==> src/rtl/id_stage.sv <==
// Instruction-decode stage: register file with write-back bypass, control decoder,
// load-use hazard detection and the ID/EX pipeline register.
module id_stage #(
    parameter int DW   = 16,
    parameter int PCW  = 6,
    parameter int NREG = 8
) (
    input  logic                    clk,
    input  logic                    rst_n,
    input  logic [PCW-1:0]          id_pc,
    input  logic [15:0]             id_inst,
    input  logic                    id_valid,
    input  logic                    flush,
    input  logic                    wb_we,
    input  logic [$clog2(NREG)-1:0] wb_addr,
    input  logic [DW-1:0]           wb_data,
    output logic                    stall,
    output logic                    ex_valid,
    output logic [PCW-1:0]          ex_pc,
    output logic [DW-1:0]           ex_rs_data,
    output logic [DW-1:0]           ex_rt_data,
    output logic [DW-1:0]           ex_imm,
    output logic [$clog2(NREG)-1:0] ex_rs,
    output logic [$clog2(NREG)-1:0] ex_rt,
    output logic [$clog2(NREG)-1:0] ex_dest,
    output logic [2:0]              ex_alu_op,
    output logic                    ex_alu_src,
    output logic                    ex_mem_read,
    output logic                    ex_mem_write,
    output logic                    ex_reg_write,
    output logic                    ex_branch,
    output logic                    ex_jump
);
    localparam int AW = $clog2(NREG);

    localparam logic [3:0] OP_RTYPE = 4'h0;
    localparam logic [3:0] OP_ADDI  = 4'h1;
    localparam logic [3:0] OP_LW    = 4'h2;
    localparam logic [3:0] OP_SW    = 4'h3;
    localparam logic [3:0] OP_BEQ   = 4'h4;
    localparam logic [3:0] OP_J     = 4'h5;

    localparam logic [2:0] ALU_SUB      = 3'b001;
    localparam logic [2:0] FUNCT_LAST   = 3'b100;

    // Instruction fields
    logic [3:0]    w_opcode;
    logic [AW-1:0] w_rs;
    logic [AW-1:0] w_rt;
    logic [AW-1:0] w_rd;
    logic [2:0]    w_funct;
    logic [5:0]    w_imm6;

    assign w_opcode = id_inst[15:12];
    assign w_rs     = id_inst[11:9];
    assign w_rt     = id_inst[8:6];
    assign w_rd     = id_inst[5:3];
    assign w_funct  = id_inst[2:0];
    assign w_imm6   = id_inst[5:0];

    // Decoded control
    logic          w_legal;
    logic          w_uses_rs;
    logic          w_uses_rt;
    logic [AW-1:0] w_dest;
    logic [2:0]    w_alu_op;
    logic          w_alu_src;
    logic          w_mem_read;
    logic          w_mem_write;
    logic          w_reg_write;
    logic          w_branch;
    logic          w_jump;
    logic [DW-1:0] w_imm;

    always_comb begin
        w_legal     = 1'b0;
        w_uses_rs   = 1'b0;
        w_uses_rt   = 1'b0;
        w_dest      = '0;
        w_alu_op    = 3'b000;
        w_alu_src   = 1'b0;
        w_mem_read  = 1'b0;
        w_mem_write = 1'b0;
        w_reg_write = 1'b0;
        w_branch    = 1'b0;
        w_jump      = 1'b0;
        case (w_opcode)
            OP_RTYPE: begin
                if (w_funct <= FUNCT_LAST) begin
                    w_legal     = 1'b1;
                    w_uses_rs   = 1'b1;
                    w_uses_rt   = 1'b1;
                    w_alu_op    = w_funct;
                    w_dest      = w_rd;
                    w_reg_write = 1'b1;
                end
            end
            OP_ADDI: begin
                w_legal     = 1'b1;
                w_uses_rs   = 1'b1;
                w_alu_src   = 1'b1;
                w_dest      = w_rt;
                w_reg_write = 1'b1;
            end
            OP_LW: begin
                w_legal     = 1'b1;
                w_uses_rs   = 1'b1;
                w_alu_src   = 1'b1;
                w_mem_read  = 1'b1;
                w_dest      = w_rt;
                w_reg_write = 1'b1;
            end
            OP_SW: begin
                w_legal     = 1'b1;
                w_uses_rs   = 1'b1;
                w_uses_rt   = 1'b1;
                w_alu_src   = 1'b1;
                w_mem_write = 1'b1;
            end
            OP_BEQ: begin
                w_legal   = 1'b1;
                w_uses_rs = 1'b1;
                w_uses_rt = 1'b1;
                w_alu_op  = ALU_SUB;
                w_branch  = 1'b1;
            end
            OP_J: begin
                w_legal = 1'b1;
                w_jump  = 1'b1;
            end
            default: begin
                w_legal = 1'b0;
            end
        endcase
    end

    // Jump targets are absolute, so they are zero-extended; everything else is signed.
    assign w_imm = w_jump ? {{(DW-6){1'b0}}, w_imm6} : {{(DW-6){w_imm6[5]}}, w_imm6};

    // Register file: r0 is never written and always reads as zero.
    logic [DW-1:0] r_regs [NREG];

    always_ff @(posedge clk or negedge rst_n) begin
        if (!rst_n) begin
            for (int i = 0; i < NREG; i++) begin
                r_regs[i] <= '0;
            end
        end else if (wb_we && (wb_addr != '0)) begin
            r_regs[wb_addr] <= wb_data;
        end
    end

    logic [DW-1:0] w_rs_data;
    logic [DW-1:0] w_rt_data;

    always_comb begin
        w_rs_data = '0;
        w_rt_data = '0;
        if (w_rs != '0) begin
            w_rs_data = (wb_we && (wb_addr == w_rs)) ? wb_data : r_regs[w_rs];
        end
        if (w_rt != '0) begin
            w_rt_data = (wb_we && (wb_addr == w_rt)) ? wb_data : r_regs[w_rt];
        end
    end

    // ID/EX pipeline register
    logic          r_ex_valid;
    logic [PCW-1:0] r_ex_pc;
    logic [DW-1:0] r_ex_rs_data;
    logic [DW-1:0] r_ex_rt_data;
    logic [DW-1:0] r_ex_imm;
    logic [AW-1:0] r_ex_rs;
    logic [AW-1:0] r_ex_rt;
    logic [AW-1:0] r_ex_dest;
    logic [2:0]    r_ex_alu_op;
    logic          r_ex_alu_src;
    logic          r_ex_mem_read;
    logic          r_ex_mem_write;
    logic          r_ex_reg_write;
    logic          r_ex_branch;
    logic          r_ex_jump;

    // Load-use hazard: only sources the decoded instruction actually reads can match.
    logic w_match;
    logic w_stall;
    logic w_load;

    assign w_match = (w_uses_rs && (r_ex_rt == w_rs)) || (w_uses_rt && (r_ex_rt == w_rt));
    assign w_stall = r_ex_valid & r_ex_mem_read & (r_ex_rt != '0) & id_valid & ~flush & w_match;
    assign stall   = w_stall;

    // Flush, stall, an empty latch or an illegal encoding all load a bubble.
    assign w_load = ~flush & ~w_stall & id_valid & w_legal;

    always_ff @(posedge clk or negedge rst_n) begin
        if (!rst_n) begin
            r_ex_valid     <= 1'b0;
            r_ex_pc        <= '0;
            r_ex_rs_data   <= '0;
            r_ex_rt_data   <= '0;
            r_ex_imm       <= '0;
            r_ex_rs        <= '0;
            r_ex_rt        <= '0;
            r_ex_dest      <= '0;
            r_ex_alu_op    <= 3'b000;
            r_ex_alu_src   <= 1'b0;
            r_ex_mem_read  <= 1'b0;
            r_ex_mem_write <= 1'b0;
            r_ex_reg_write <= 1'b0;
            r_ex_branch    <= 1'b0;
            r_ex_jump      <= 1'b0;
        end else if (w_load) begin
            r_ex_valid     <= 1'b1;
            r_ex_pc        <= id_pc;
            r_ex_rs_data   <= w_rs_data;
            r_ex_rt_data   <= w_rt_data;
            r_ex_imm       <= w_imm;
            r_ex_rs        <= w_rs;
            r_ex_rt        <= w_rt;
            r_ex_dest      <= w_dest;
            r_ex_alu_op    <= w_alu_op;
            r_ex_alu_src   <= w_alu_src;
            r_ex_mem_read  <= w_mem_read;
            r_ex_mem_write <= w_mem_write;
            r_ex_reg_write <= w_reg_write;
            r_ex_branch    <= w_branch;
            r_ex_jump      <= w_jump;
        end else begin
            r_ex_valid     <= 1'b0;
            r_ex_pc        <= '0;
            r_ex_rs_data   <= '0;
            r_ex_rt_data   <= '0;
            r_ex_imm       <= '0;
            r_ex_rs        <= '0;
            r_ex_rt        <= '0;
            r_ex_dest      <= '0;
            r_ex_alu_op    <= 3'b000;
            r_ex_alu_src   <= 1'b0;
            r_ex_mem_read  <= 1'b0;
            r_ex_mem_write <= 1'b0;
            r_ex_reg_write <= 1'b0;
            r_ex_branch    <= 1'b0;
            r_ex_jump      <= 1'b0;
        end
    end

    assign ex_valid     = r_ex_valid;
    assign ex_pc        = r_ex_pc;
    assign ex_rs_data   = r_ex_rs_data;
    assign ex_rt_data   = r_ex_rt_data;
    assign ex_imm       = r_ex_imm;
    assign ex_rs        = r_ex_rs;
    assign ex_rt        = r_ex_rt;
    assign ex_dest      = r_ex_dest;
    assign ex_alu_op    = r_ex_alu_op;
    assign ex_alu_src   = r_ex_alu_src;
    assign ex_mem_read  = r_ex_mem_read;
    assign ex_mem_write = r_ex_mem_write;
    assign ex_reg_write = r_ex_reg_write;
    assign ex_branch    = r_ex_branch;
    assign ex_jump      = r_ex_jump;

endmodule

==> config.mk <==
export PLATFORM = sky130hd
export DESIGN_NAME = id_stage
export DESIGN_NICKNAME = d
export VERILOG_FILES = /design/src/rtl/id_stage.sv
export SDC_FILE = /design/constraint.sdc
export NUM_CORES = 1
export LEC_CHECK = 0
export CORE_UTILIZATION = 50
export CTS_CLUSTER_DIAMETER = 40
export DETAILED_ROUTE_END_ITERATION = 7
export MAX_ROUTING_LAYER = met4
export PLACE_DENSITY = 0.73
export SETUP_SLACK_MARGIN = 0.05
export SLEW_MARGIN = 20
export SYNTH_ARGS = -nofsm -noshare
export SYNTH_HDL_FRONTEND = slang
export SYNTH_SLANG_ARGS = --single-unit
==> constraint.sdc <==
create_clock -name clk -period 2.2 [get_ports clk]
set_input_delay 0.22 -clock clk [delete_from_list [all_inputs] [get_ports clk]]
set_output_delay 0.22 -clock clk [all_outputs]
set_load 0.02 [all_outputs]
# Yosys cells after proc, flatten, opt, wreduce, memory -nomap -nowiden
# Index checks and enable logic that the tools add are counted.
# W data, S select, Z words.
[totals]
inputBits = 46
wordCells = 110
ff_bits = 201
[op_classes]
magnitude_cmp = 5
reduce_logical = 17
n_eq_ne = 9
bitwise = 13
mux = 43
[ops]
columns = ["cell", "n"]
rows = [
  ["$mux W16", 13],
  ["$bwmux W128", 1],
  ["$bmux W16 S3", 2],
  ["$demux W16 S3", 1],
  ["$mux W3", 6],
  ["$mux W1", 13],
  ["$eq A3 B3 Y1", 4],
  ["$ge A4 B4 Y1 const B", 3],
  ["$not A3 Y4", 3],
  ["$pmux W3 S2", 2],
  ["$reduce_bool A3 Y1", 4],
  ["$and A1 B1 Y1", 8],
  ["$eq A4 B2 Y1 const B", 2],
  ["$eq A4 B3 Y1 const B", 2],
  ["$pmux W1 S2", 4],
  ["$logic_and A1 B1 Y1", 6],
  ["$mux W6", 1],
  ["$reduce_or A5 Y1", 1],
  ["$eq A4 B1 Y1 const B", 1],
  ["$logic_not A4 Y1", 1],
  ["$lt A4 B1 Y1 const B", 1],
  ["$reduce_or A2 Y1", 2],
  ["$reduce_or A4 Y1", 1],
  ["$le A3 B3 Y1 const B", 1],
  ["3 further kinds", 4],
]

# Logic depth before layout (Yosys ltp)
[logic_depth]
ltp_word = 11
depth_mapped = 8
ltp_nobuf = 5

# Worst setup path before layout
# Ideal clock, no wire load.
[synth_path]
path_type = "flip-flop to output port"
startpoint = "register r_ex_rt[0], in the netlist ex_rt[0]"
endpoint = "output port stall"
t_arrival_ns = 1.606
path_slack_ns = 0.374
stages_incl_launch_ff = 7
required_ns = 1.980
path_cell_list = "dfrtp_1 -> xnor2_1 -> nand3_2 -> a211oi_1 -> o2111a_1 -> buf_6 -> buf_2"
[synth_via]
elab_chain_len = 5
elab_cells_between_ends = 10
[synth_lines]
columns = ["element", "line_no", "rtl"]
rows = [
  ["from (decl)", "174", "logic [AW-1:0] r_ex_rt;"],
  ["from (signal assigned)", "220", "r_ex_rt <= w_rt;"],
  ["$reduce_bool A3 Y1", "190", "assign w_stall = r_ex_valid & r_ex_mem_read & (r_ex_rt != '0) & id_valid & ~flush & w_match;"],
  ["$and A1 B1 Y1 (3 in a row)", "190", ""],
  ["$and A1 B1 Y1 *", "190", ""],
  ["to (decl)", "17", "output logic stall,"],
]
# Mark *: on every way between the ends. The rest lies on a longest branch, timed or not.

# Worst setup path after layout
# Ends and elaborated chain as after synthesis.

==> impl_metrics.csv <==
group,metric,value,unit
synthesis,yosysMostFrequentCell,"dfrtp_1",
synthesis,yosys_warnings,0,
run,maxCapViolCount,0,
cells_and_area,fin_area,0.01180,sq mm
worst_hold_path,hold_path.class,"in2reg",
synthesis,synth-seq-area-share,50.96,%
cells_and_area,nNetsFinal,901,
sta,fin_crit_sh,96.91,%
synthesis,synth.top_cell.area_share,50.96,%
floorplanning,coreArea,0.01821,sq mm
route,drc_errors,0,
cts,cts_tree,"built",
power,total_power,9.578,mW
synthesis,ys_seq_elements,192,
cells_and_area,drive_gt1_share,29.56,%
route,vias_per_cell,6.409,
placement,dp_hpwl,16610,um
cts,root_buffer,"clkbuf_16",
power,vdd_ir_drop_max,0.6026,mV
cells_and_area,fin_util,64.82,%
critical_path,critPathKind,"reg2out",
synthesis,syn-cell-area,0.009428,sq mm
synthesis,synth_area_leaders,"dfrtp_1 (51%), mux2_2 (13%), mux4_2 (7.6%)",
critical_path,cp.required,1.98,ns
synthesis,synth_commonest_cells,"dfrtp_1 (192), mux2_2 (112), mux2i_1 (64)",
floorplanning,die_w,139.3,um
route,drtPass1Iterations,4,
synthesis,synthCells,746,
placement,globalplace.congestion,0.8481,
global_routing,grt_pass1_wl,40790,um
route,drtAntennaViolNets,0,
critical_path,cp-start-kind,"flip-flop",
power,power.leakage,5.038,nW
cells_and_area,area_delta_synth_final,25.19,%
sta,finalSetupViolCount,0,
floorplanning,io_pins,120,
cells_and_area,multi_input_area,0.004194,sq mm
synthesis,synth_nets,792,
floorplanning,initial_core_util,51.78,%
synthesis,synth.distinct_cells,40,
sta,tns,0,ns
cts,htree_levels,4,
synthesis,postSynthAreaPerCell,12.64,sq um
sta,max_freq,469.0,MHz
global_routing,grt_util_all_layers,28.56,%
synthesis,synth_top_cell_by_area,"dfrtp_1",
critical_path,critPathCaptureType,"output port",
sta,hold_slack,0.3031,ns
route,wirelength,25870,um
cts,cts.sinks,192,
cts,clk_pin_slew_worst_paths,0.07,ns
synthesis,synth_ff_type,"dfrtp_1",
route,drt-initial-drc-count,611,
route,via_count,7018,
sta,period_minus_slack,2.132,ns
route,routedWlPerCell,23.63,um
floorplanning,dieArea,0.01941,sq mm
placement,post_dp_cell_area,0.01111,sq mm
cts,numCtsBuffers,17,
sta,maxSlewHeadroom,58.66,%
cells_and_area,diodes,0,
floorplanning,dieHeight,139.3,um
sta,hold_violations,0,
cts,postCtsSetupRepairBufs,0,
power,power_density,811.5,mW/mm^2
cts,clk_latency,0.44,ns
sta,fin_skew,0.008596,ns
global_routing,grt_pass1_vias,7312,
floorplanning,rows,49,
cells_and_area,ff_latch_area,0.004808,sq mm
outcome,status,"finished clean",
critical_path,path_max_fanout,3,
global_routing,grt_overflow,0,
sta,finalMaxSlewViolations,0,
synthesis,async_reset_ff_share,100.0,%
placement,io_buffers,119,
sta,worst_pin_slew,0.6200,ns
global_routing,antenna_found_initial,0,
cells_and_area,nFillCells,1287,
cts,clockBufferDepth,2,
sta,rsz0062_at_grt,"yes",
critical_path,worstPathArrival,1.91,ns
global_routing,grt_max_degree,66,
synthesis,synth_edf_count,0,
-- worst paths after layout --
kind,from,to,slack (ns),cells after the start
worst max-delay path,ex_rt[0]$_DFF_PN0_,stall,0.07,5
worst min-delay path,id_pc[1],ex_pc[1]$_DFF_PN0_,0.30,3
worst max register to register,ex_rt[0]$_DFF_PN0_,ex_rt_data[12]$_DFF_PN0_,0.13,7
worst min register to register,r_regs[119]$_DFFE_PN0P_,r_regs[119]$_DFFE_PN0P_,0.41,0
max in group asynchronous,rst_n,ex_rt_data[8]$_DFF_PN0_,1.04,3
min in group asynchronous,rst_n,ex_pc[0]$_DFF_PN0_,0.36,2
-- routing by layer --
layer  global-route usage (%)  wire length (um)  vias to the layer above
met3                    5.781              1802                       66
met1                    34.69             10470                     3622
met5                        -                 0                        -
li1                         -                 -                     2975
met4                    13.86               791                        0
met2                    45.76             12810                      355
-- registers in the layout (all words and copies together) (netlist names) --
register      cells
ex_dest           3
ex_alu_op         3
ex_mem_read       1
ex_rs_data       16
ex_branch         1
ex_rt             3
ex_pc             6
ex_mem_write      1
ex_rt_data       16
ex_rs             3
ex_alu_src        1
ex_valid          1
ex_imm            7
ex_reg_write      1
r_regs          128
ex_jump           1
-- worst max-delay path, cell delays in order (launching register included) --
cell	delay (ns)
dfrtp_2	0.46
xor2_1	0.20
o31ai_2	0.29
buf_4	0.16
o2111a_2	0.23
buf_6	0.13
-- final cells by class --
type,instances,share of cell area [%]
Sequential cell,192,40.74
Tap cell,229,2.428
Multi-Input combinational cell,462,35.53
Clock inverter,10,1.569
Timing Repair Buffer,181,15.83
Clock buffer,20,3.869
Inverter,1,0.03180
-- layout by cell type (no fill, tap or decap), types with 26 or more instances in the layout --
cell	count
clkdlybuf4s50_1	115
mux2i_1	64
nor2_1	32
a211oi_1	32
o21ai_0	33
buf_4	43
dfrtp_1	189
nand2_1	26
o22ai_1	32
mux4_2	32
mux2_2	112
nor4_1	32
-- report_power, final --
part,switching [mW],total (mW),internal (mW),leakage (nW)
combinational,0.791,1.82,1.03,2.28
clock,1.32,3.38,2.06,0.312
sequential,0.364,4.38,4.01,2.45
-- what timing repair did --
item | in CTS | in global routing
endpoints found under the setup margin | 41 | 41
hold endpoints to repair | 60 | 0
gates resized for setup | 11 | 4
hold buffers | 1 | 0
pin swaps | 3 | 5
-- metrics by stage --
stage / setup slack (ns) / cells
2_1_floorplan: 0.3738 / 746
3_3_place_gp: -0.2049 / 1064
3_5_place_dp: -0.2223 / 1064
4_1_cts: 0.06068 / 1095
5_1_grt: 0.009912 / 1095
6_report: 0.06788 / 1095
-- kinds of logic (layout without fill, tap and decap cells) --
family,count (synthesis),after routing,share of synthesized area [%]
AO/OA/AOI/OAI,112,112,7.512
AND/OR/NAND/NOR,130,130,7.366
multiplexers,208,208,27.82
flip-flops,192,192,50.96
buffers and inverters,92,212,5.229
XOR/XNOR,12,12,1.115
No activity file was read; power rests on OpenSTA's default activity.
